File: config.mk
export PLATFORM = sky130hd
export DESIGN_NAME = reg_read_hazard_ctrl_flat
export DESIGN_NICKNAME = d
export VERILOG_FILES = /design/src/rtl/reg_read_hazard_ctrl_pkg.sv /design/src/rtl/reg_read_hazard_ctrl_if.sv /design/src/rtl/reg_read_hazard_ctrl_hazard_stage.sv /design/src/rtl/reg_read_hazard_ctrl.sv /design/src/flat_wrapper.sv
export SDC_FILE = /design/constraint.sdc
export NUM_CORES = 1
export LEC_CHECK = 0
export BUFFER_PORTS_ARGS = -buffer_cell sky130_fd_sc_hd__buf_2
export CORE_UTILIZATION = 45
export CTS_CLUSTER_DIAMETER = 60
export DETAILED_ROUTE_END_ITERATION = 8
export GPL_TIMING_DRIVEN = 1
export PLACE_DENSITY_LB_ADDON = 0.12
export SLEW_MARGIN = 20
export SYNTH_ARGS = -nofsm -noshare
export SYNTH_HDL_FRONTEND = slang
export SYNTH_HIERARCHICAL = 1
export SYNTH_SLANG_ARGS = --single-unit
File: constraint.sdc
create_clock -name clk -period 1.6 [get_ports clk]
set_input_delay 0.24 -clock clk [delete_from_list [all_inputs] [get_ports clk]]
set_output_delay 0.24 -clock clk [all_outputs]
set_load 0.02 [all_outputs]
File: src/rtl/reg_read_hazard_ctrl_pkg.sv
// Shared definitions for the register-read hazard controller.
// Holds the forward-select encodings, the PC register number and the
// tracker entry layout that is used by every tracking stage.
package reg_read_hazard_ctrl_pkg;

  localparam logic [1:0] FWD_RF  = 2'd0;
  localparam logic [1:0] FWD_EX  = 2'd1;
  localparam logic [1:0] FWD_MEM = 2'd2;
  localparam logic [1:0] FWD_WB  = 2'd3;

  localparam logic [2:0] PC_REG = 3'd7;

  typedef struct packed {
    logic       valid;
    logic [2:0] dst;
    logic       is_load;
  } trk_entry_t;

endpackage

File: src/rtl/reg_read_hazard_ctrl_if.sv
// RR-stage / hazard controller bundle.
// master: the RR stage side (drives decoded fields, hold and flush).
// slave : the hazard controller (drives stall/issue, forward selects,
//         register-file write port and the stall counter).
interface reg_read_hazard_ctrl_if #(
  parameter int AW   = 3,
  parameter int CNTW = 16
);
  logic            in_valid;
  logic [AW-1:0]   src1_add;
  logic [AW-1:0]   src2_add;
  logic            src1_used;
  logic            src2_used;
  logic [AW-1:0]   dst_add;
  logic            dst_wr;
  logic            dst_is_load;
  logic            hold;
  logic            flush;
  logic            stall;
  logic            issue;
  logic [1:0]      fwd1_sel;
  logic [1:0]      fwd2_sel;
  logic            wb_write;
  logic [AW-1:0]   wb_add;
  logic [CNTW-1:0] stall_cnt;

  modport master (
    output in_valid, src1_add, src2_add, src1_used, src2_used,
           dst_add, dst_wr, dst_is_load, hold, flush,
    input  stall, issue, fwd1_sel, fwd2_sel, wb_write, wb_add, stall_cnt
  );

  modport slave (
    input  in_valid, src1_add, src2_add, src1_used, src2_used,
           dst_add, dst_wr, dst_is_load, hold, flush,
    output stall, issue, fwd1_sel, fwd2_sel, wb_write, wb_add, stall_cnt
  );
endinterface

File: src/rtl/reg_read_hazard_ctrl_hazard_stage.sv
// One tracker entry register.
// Ports: clk, reset (sync, active-low), hold (keep current entry),
// kill (load a cleared bubble instead of load_val), load_val (next entry),
// entry (registered entry).
module hazard_stage
  import reg_read_hazard_ctrl_pkg::*;
(
  input  logic       clk,
  input  logic       reset,
  input  logic       hold,
  input  logic       kill,
  input  trk_entry_t load_val,
  output trk_entry_t entry
);

  // hold outranks kill so a flush held across a freeze is applied once
  // the freeze releases.
  always_ff @(posedge clk) begin
    if (!reset) begin
      entry <= '0;
    end else if (hold) begin
      entry <= entry;
    end else if (kill) begin
      entry <= '0;
    end else begin
      entry <= load_val;
    end
  end

endmodule

File: src/rtl/reg_read_hazard_ctrl.sv
// Register-read stage hazard controller.
// Tracks destination registers of the EX/MEM/WB instructions, raises the
// load-use stall, produces the two operand forward selects and drives the
// register-file write port from the WB entry.
// Ports: clk, reset (sync, active-low), bus (slave side of the RR bundle).
module reg_read_hazard_ctrl
  import reg_read_hazard_ctrl_pkg::*;
#(
  parameter int NREG = 8,
  parameter int AW   = 3,
  parameter int CNTW = 16
) (
  input  logic                  clk,
  input  logic                  reset,
  reg_read_hazard_ctrl_if.slave bus
);

  // Highest register is the PC; the register file supplies it directly.
  localparam logic [AW-1:0] PC_ADD = AW'(NREG - 1);

  trk_entry_t      ex_q, mem_q, wb_q, ex_d;
  logic            s1_ex, s1_mem, s1_wb;
  logic            s2_ex, s2_mem, s2_wb;
  logic            load_use;
  logic            stall_int;
  logic            issue_int;
  logic [CNTW-1:0] cnt_q;

  function automatic logic src_hit(input logic used, input logic [AW-1:0] add,
                                   input trk_entry_t e);
    return used && (add != PC_ADD) && e.valid && (e.dst == add);
  endfunction

  // A load in EX has no value yet, so an EX match on a load falls through.
  function automatic logic [1:0] fwd_pick(input logic hit_ex, input logic ex_load,
                                          input logic hit_mem, input logic hit_wb);
    if (hit_ex && !ex_load) return FWD_EX;
    else if (hit_mem)       return FWD_MEM;
    else if (hit_wb)        return FWD_WB;
    else                    return FWD_RF;
  endfunction

  always_comb begin
    s1_ex  = src_hit(bus.src1_used, bus.src1_add, ex_q);
    s1_mem = src_hit(bus.src1_used, bus.src1_add, mem_q);
    s1_wb  = src_hit(bus.src1_used, bus.src1_add, wb_q);
    s2_ex  = src_hit(bus.src2_used, bus.src2_add, ex_q);
    s2_mem = src_hit(bus.src2_used, bus.src2_add, mem_q);
    s2_wb  = src_hit(bus.src2_used, bus.src2_add, wb_q);

    load_use  = bus.in_valid && ex_q.is_load && (s1_ex || s2_ex);
    // hold freezes everything; flush discards RR so a load-use is moot.
    stall_int = bus.hold || (load_use && !bus.flush);
    issue_int = bus.in_valid && !stall_int && !bus.flush;

    ex_d.valid   = issue_int && bus.dst_wr;
    ex_d.dst     = bus.dst_add;
    ex_d.is_load = bus.dst_is_load;

    bus.stall     = stall_int;
    bus.issue     = issue_int;
    bus.fwd1_sel  = fwd_pick(s1_ex, ex_q.is_load, s1_mem, s1_wb);
    bus.fwd2_sel  = fwd_pick(s2_ex, ex_q.is_load, s2_mem, s2_wb);
    bus.wb_write  = wb_q.valid;
    bus.wb_add    = wb_q.dst;
    bus.stall_cnt = cnt_q;
  end

  hazard_stage u_ex (
    .clk(clk), .reset(reset), .hold(bus.hold), .kill(1'b0),
    .load_val(ex_d), .entry(ex_q)
  );

  // A flush kills the instruction currently in EX on its way to MEM.
  hazard_stage u_mem (
    .clk(clk), .reset(reset), .hold(bus.hold), .kill(bus.flush),
    .load_val(ex_q), .entry(mem_q)
  );

  hazard_stage u_wb (
    .clk(clk), .reset(reset), .hold(bus.hold), .kill(1'b0),
    .load_val(mem_q), .entry(wb_q)
  );

  always_ff @(posedge clk) begin
    if (!reset) begin
      cnt_q <= '0;
    end else if (load_use && !bus.flush && !bus.hold && (cnt_q != '1)) begin
      cnt_q <= cnt_q + 1'b1;
    end
  end

endmodule
File: src/flat_wrapper.sv
// flat-port wrapper written by rule: the top's interface ports become plain ports
module reg_read_hazard_ctrl_flat import reg_read_hazard_ctrl_pkg::*;
#(
  parameter int NREG = 8,
  parameter int AW   = 3,
  parameter int CNTW = 16
)
  (clk, reset, bus_in_valid, bus_src1_add, bus_src2_add, bus_src1_used, bus_src2_used, bus_dst_add, bus_dst_wr, bus_dst_is_load, bus_hold, bus_flush, bus_stall, bus_issue, bus_fwd1_sel, bus_fwd2_sel, bus_wb_write, bus_wb_add, bus_stall_cnt);
  reg_read_hazard_ctrl_if #(.AW(AW), .CNTW(CNTW)) bus_i ();
  input  logic clk;
  input  logic reset;
  input wire logic [$bits(bus_i.in_valid)-1:0] bus_in_valid;
  input wire logic [$bits(bus_i.src1_add)-1:0] bus_src1_add;
  input wire logic [$bits(bus_i.src2_add)-1:0] bus_src2_add;
  input wire logic [$bits(bus_i.src1_used)-1:0] bus_src1_used;
  input wire logic [$bits(bus_i.src2_used)-1:0] bus_src2_used;
  input wire logic [$bits(bus_i.dst_add)-1:0] bus_dst_add;
  input wire logic [$bits(bus_i.dst_wr)-1:0] bus_dst_wr;
  input wire logic [$bits(bus_i.dst_is_load)-1:0] bus_dst_is_load;
  input wire logic [$bits(bus_i.hold)-1:0] bus_hold;
  input wire logic [$bits(bus_i.flush)-1:0] bus_flush;
  output wire logic [$bits(bus_i.stall)-1:0] bus_stall;
  output wire logic [$bits(bus_i.issue)-1:0] bus_issue;
  output wire logic [$bits(bus_i.fwd1_sel)-1:0] bus_fwd1_sel;
  output wire logic [$bits(bus_i.fwd2_sel)-1:0] bus_fwd2_sel;
  output wire logic [$bits(bus_i.wb_write)-1:0] bus_wb_write;
  output wire logic [$bits(bus_i.wb_add)-1:0] bus_wb_add;
  output wire logic [$bits(bus_i.stall_cnt)-1:0] bus_stall_cnt;
  assign bus_i.in_valid = bus_in_valid;
  assign bus_i.src1_add = bus_src1_add;
  assign bus_i.src2_add = bus_src2_add;
  assign bus_i.src1_used = bus_src1_used;
  assign bus_i.src2_used = bus_src2_used;
  assign bus_i.dst_add = bus_dst_add;
  assign bus_i.dst_wr = bus_dst_wr;
  assign bus_i.dst_is_load = bus_dst_is_load;
  assign bus_i.hold = bus_hold;
  assign bus_i.flush = bus_flush;
  assign bus_stall = bus_i.stall;
  assign bus_issue = bus_i.issue;
  assign bus_fwd1_sel = bus_i.fwd1_sel;
  assign bus_fwd2_sel = bus_i.fwd2_sel;
  assign bus_wb_write = bus_i.wb_write;
  assign bus_wb_add = bus_i.wb_add;
  assign bus_stall_cnt = bus_i.stall_cnt;
  reg_read_hazard_ctrl #(.NREG(NREG), .AW(AW), .CNTW(CNTW)) u_core (.clk(clk), .reset(reset), .bus(bus_i));
endmodule
==> flow_summary_export.csv <==
group,metric,value,unit
worst_setup_path,regToRegEndpoint,"u_core/bus.stall_cnt[14]$_SDFFE_PN0P_",
power_and_ir_drop,swShare,25.5,%
place,gp_congestion,0.797,
cts,cts_root_buf,"clkbuf_8",
global_routing,grt_max_degree,25,
floorplan,rows,22,
timing,rsz0062_at_grt,"true",
floorplan,die_w,64.0,um
layout,fin_area,2930,um2
min_path,hp-start,"bus_dst_add[0]",
timing,post-route-min-period,1870,ps
worst_setup_path,end_kind,"register",
logic_synthesis,ys_warn_count,6,
logic_synthesis,post_synth.cell_area_avg,8.60,um2
layout,n_antenna_cell,0,
timing,tightest_slew,564,ps
route,dr_wl_met2,2760,um
layout,nets,330,
route,dr.pass1.iters,4,
route,wl_per_cell,15.5,um
min_path,hold-path-cell-count,3,
timing,max_freq,534,MHz
worst_setup_path,reg2regPathDepth,7,
route,vias,2004,
timing,tns,-2870,ps
timing,worst_slack,-273,ps
cts,cts_buffers,5,
floorplan,fp.dieH,64.0,um
route,drtIter0Drc,139,
power_and_ir_drop,peakVddDrop,0.452,mV
floorplan,die_area,4090,um2
route,via_per_inst,5.57,
worst_setup_path,arrival,2080,ps
cts,cts_buffer_depth,2,
cts,postCtsHoldBufs,0,
global_routing,overflow,0,
power_and_ir_drop,power_frac_comb,13.3,%
outcome,violations,"setup timing",
global_routing,grt_pass1_vias,1783,
power_and_ir_drop,powerDensity,538,nW/um2
power_and_ir_drop,leakage,1.24,nW
worst_setup_path,startpoint_type,"register",
layout,final_cell_count_no_fill,360,
power_and_ir_drop,netSwitchingPower,402,uW
timing,fin_skew,14.0,ps
cts,clk_pin_slew,60,ps
worst_setup_path,cp_slowest_stage_delay,540,ps
layout,layout-drive-gt1-share,60.9,%
timing,timing.final.hold_violations,0,
route,wl_met1,2480,um
place,place_area,2430,um2
worst_setup_path,cpMaxStageDelayCell,"or4_4",
worst_setup_path,critPathKind,"register to register",
place,dpl.hpwl,3400,um
cts,clk_latency,290,ps
worst_setup_path,cp.required,1800,ps
worst_setup_path,critical_path_peak_fanout,4,
worst_setup_path,r2r_start,"u_core/u_ex/entry[3]$_SDFFE_PN0N_",
timing,max-slew-margin-rel,62.4,%
floorplan,ios,44,
worst_setup_path,path_cells,"xnor2_2 > and4_4 > a22oi_4 > buf_6 > buf_6 > or4_4 > a21oi_2",
route,drc_errors,0,
floorplan,initial_core_util,47.2,%
global_routing,grt_pass1_wl,8370,um
worst_setup_path,reg2reg_setup_slack,-270,ps
place,port_buffers,43,
logic_synthesis,syn-instance-count,201,
place,dp_cells,342,
layout,area_delta_synth_final,69.4,%
run,maxCapViolations,0,
route,ant_nets,0,
cts,htree_levels,2,
cts,clock-sinks,29,
power_and_ir_drop,power_frac_clock,40.3,%
timing,fin_crit_sh,117,%
worst_setup_path,crit_top_cell,"buf_6",
global_routing,grt_usage,26.6,%
worst_setup_path,crit_buf_inv,2,
power_and_ir_drop,total_power,1.58,mW
timing,setup_viol,20,
route,wirelength,5560,um
min_path,hp-class,"input pin to register",
min_path,hold_end,"u_core/u_ex/entry[1]$_SDFFE_PN0N_",
floorplan,core-area,3660,um2
route,top_layer,"met4",
outcome,status,"finished, violations left",
cts,cts_tree,"built",
logic_synthesis,synth_area,1730,um2
power_and_ir_drop,seqPwrFrac,46.3,%
timing,maxSlewViolCount,0,
global_routing,antenna_found_initial,0,
place,pre_cts_ws,-194,ps
route,wl_met3,242,um
power_and_ir_drop,internal-power,1.17,mW
worst_setup_path,cp_top_family,"simple AND/OR/NAND/NOR gates",
==> sequential cells by signal, summed over array words and instances (netlist names) <==
| name | count |
|---|---|
| u_core/u_ex/entry | 5 |
| u_core/bus.stall_cnt | 16 |
| u_core/u_wb/entry | 4 |
| u_core/u_mem/entry | 4 |
==> cell usage in the layout, fill, tap and decap left out, types with 9 or more instances in the layout <==
cell,count
buf_4,53
buf_2,41
nand2_1,20
buf_6,16
nand3_1,15
xnor2_1,12
dfxtp_2,12
dfxtp_1,12
o21ai_2,11
o31ai_1,9
==> power by group through the flow <==
stage	Combinational, mW	Clock, mW	Sequential, mW
floorplan	0.0880	0	0.747
global placement	0.170	0	0.747
detailed placement	0.173	0	0.747
CTS	0.185	0.639	0.731
global route	0.226	0.666	0.731
finish	0.210	0.636	0.730
==> worst min-delay path: stages <==
cell and delay, ps:
buf_2 100, nand2_1 60, o21ai_2 40
==> how the worst max path moves through the flow <==
stage | from | to | slack, ps | depth (start not counted)
after floorplan | u_core/bus.stall_cnt[1]$_SDFFE_PN0P_ | u_core/bus.stall_cnt[8]$_SDFFE_PN0P_ | -50 | 7
after global placement | bus_flush | u_core/bus.stall_cnt[10]$_SDFFE_PN0P_ | -140 | 7
after detailed placement | bus_src2_add[2] | u_core/bus.stall_cnt[10]$_SDFFE_PN0P_ | -190 | 7
after CTS | u_core/u_ex/entry[2]$_SDFFE_PN0N_ | bus_stall | -240 | 7
after global routing | u_core/u_ex/entry[3]$_SDFFE_PN0N_ | u_core/bus.stall_cnt[14]$_SDFFE_PN0P_ | -300 | 7
final | u_core/u_ex/entry[3]$_SDFFE_PN0N_ | u_core/bus.stall_cnt[14]$_SDFFE_PN0P_ | -270 | 7
==> layer usage <==
layer	global-route usage, %	up-vias
li1	-	979
met1	34.1	949
met2	44.7	67
met3	4.46	9
met4	9.09	0
met5	0	-
==> cell type report <==
class,count,area [um2]
Clock buffer,8,90.1
Fill cell,256,734
Inverter,2,7.51
Multi-Input combinational cell,163,1370
Sequential cell,29,614
Tap cell,48,60.1
Timing Repair Buffer,110,783
==> per-stage QoR <==
stage	hold WS, ps	util (%)
CTS	191	74.9
detailed placement	487	66.5
global placement	485	66.5
floorplan	374	-
finish	196	79.9
global route	200	79.9
==> timing repair <==
action	CTS	global route
setup endpoints to repair	19	22
setup buffers	7	1
endpoints found under the hold margin	0	0
cloned	1	1
resized for setup	35	38
pin swaps	23	16
(Power assumes the default switching activity.)
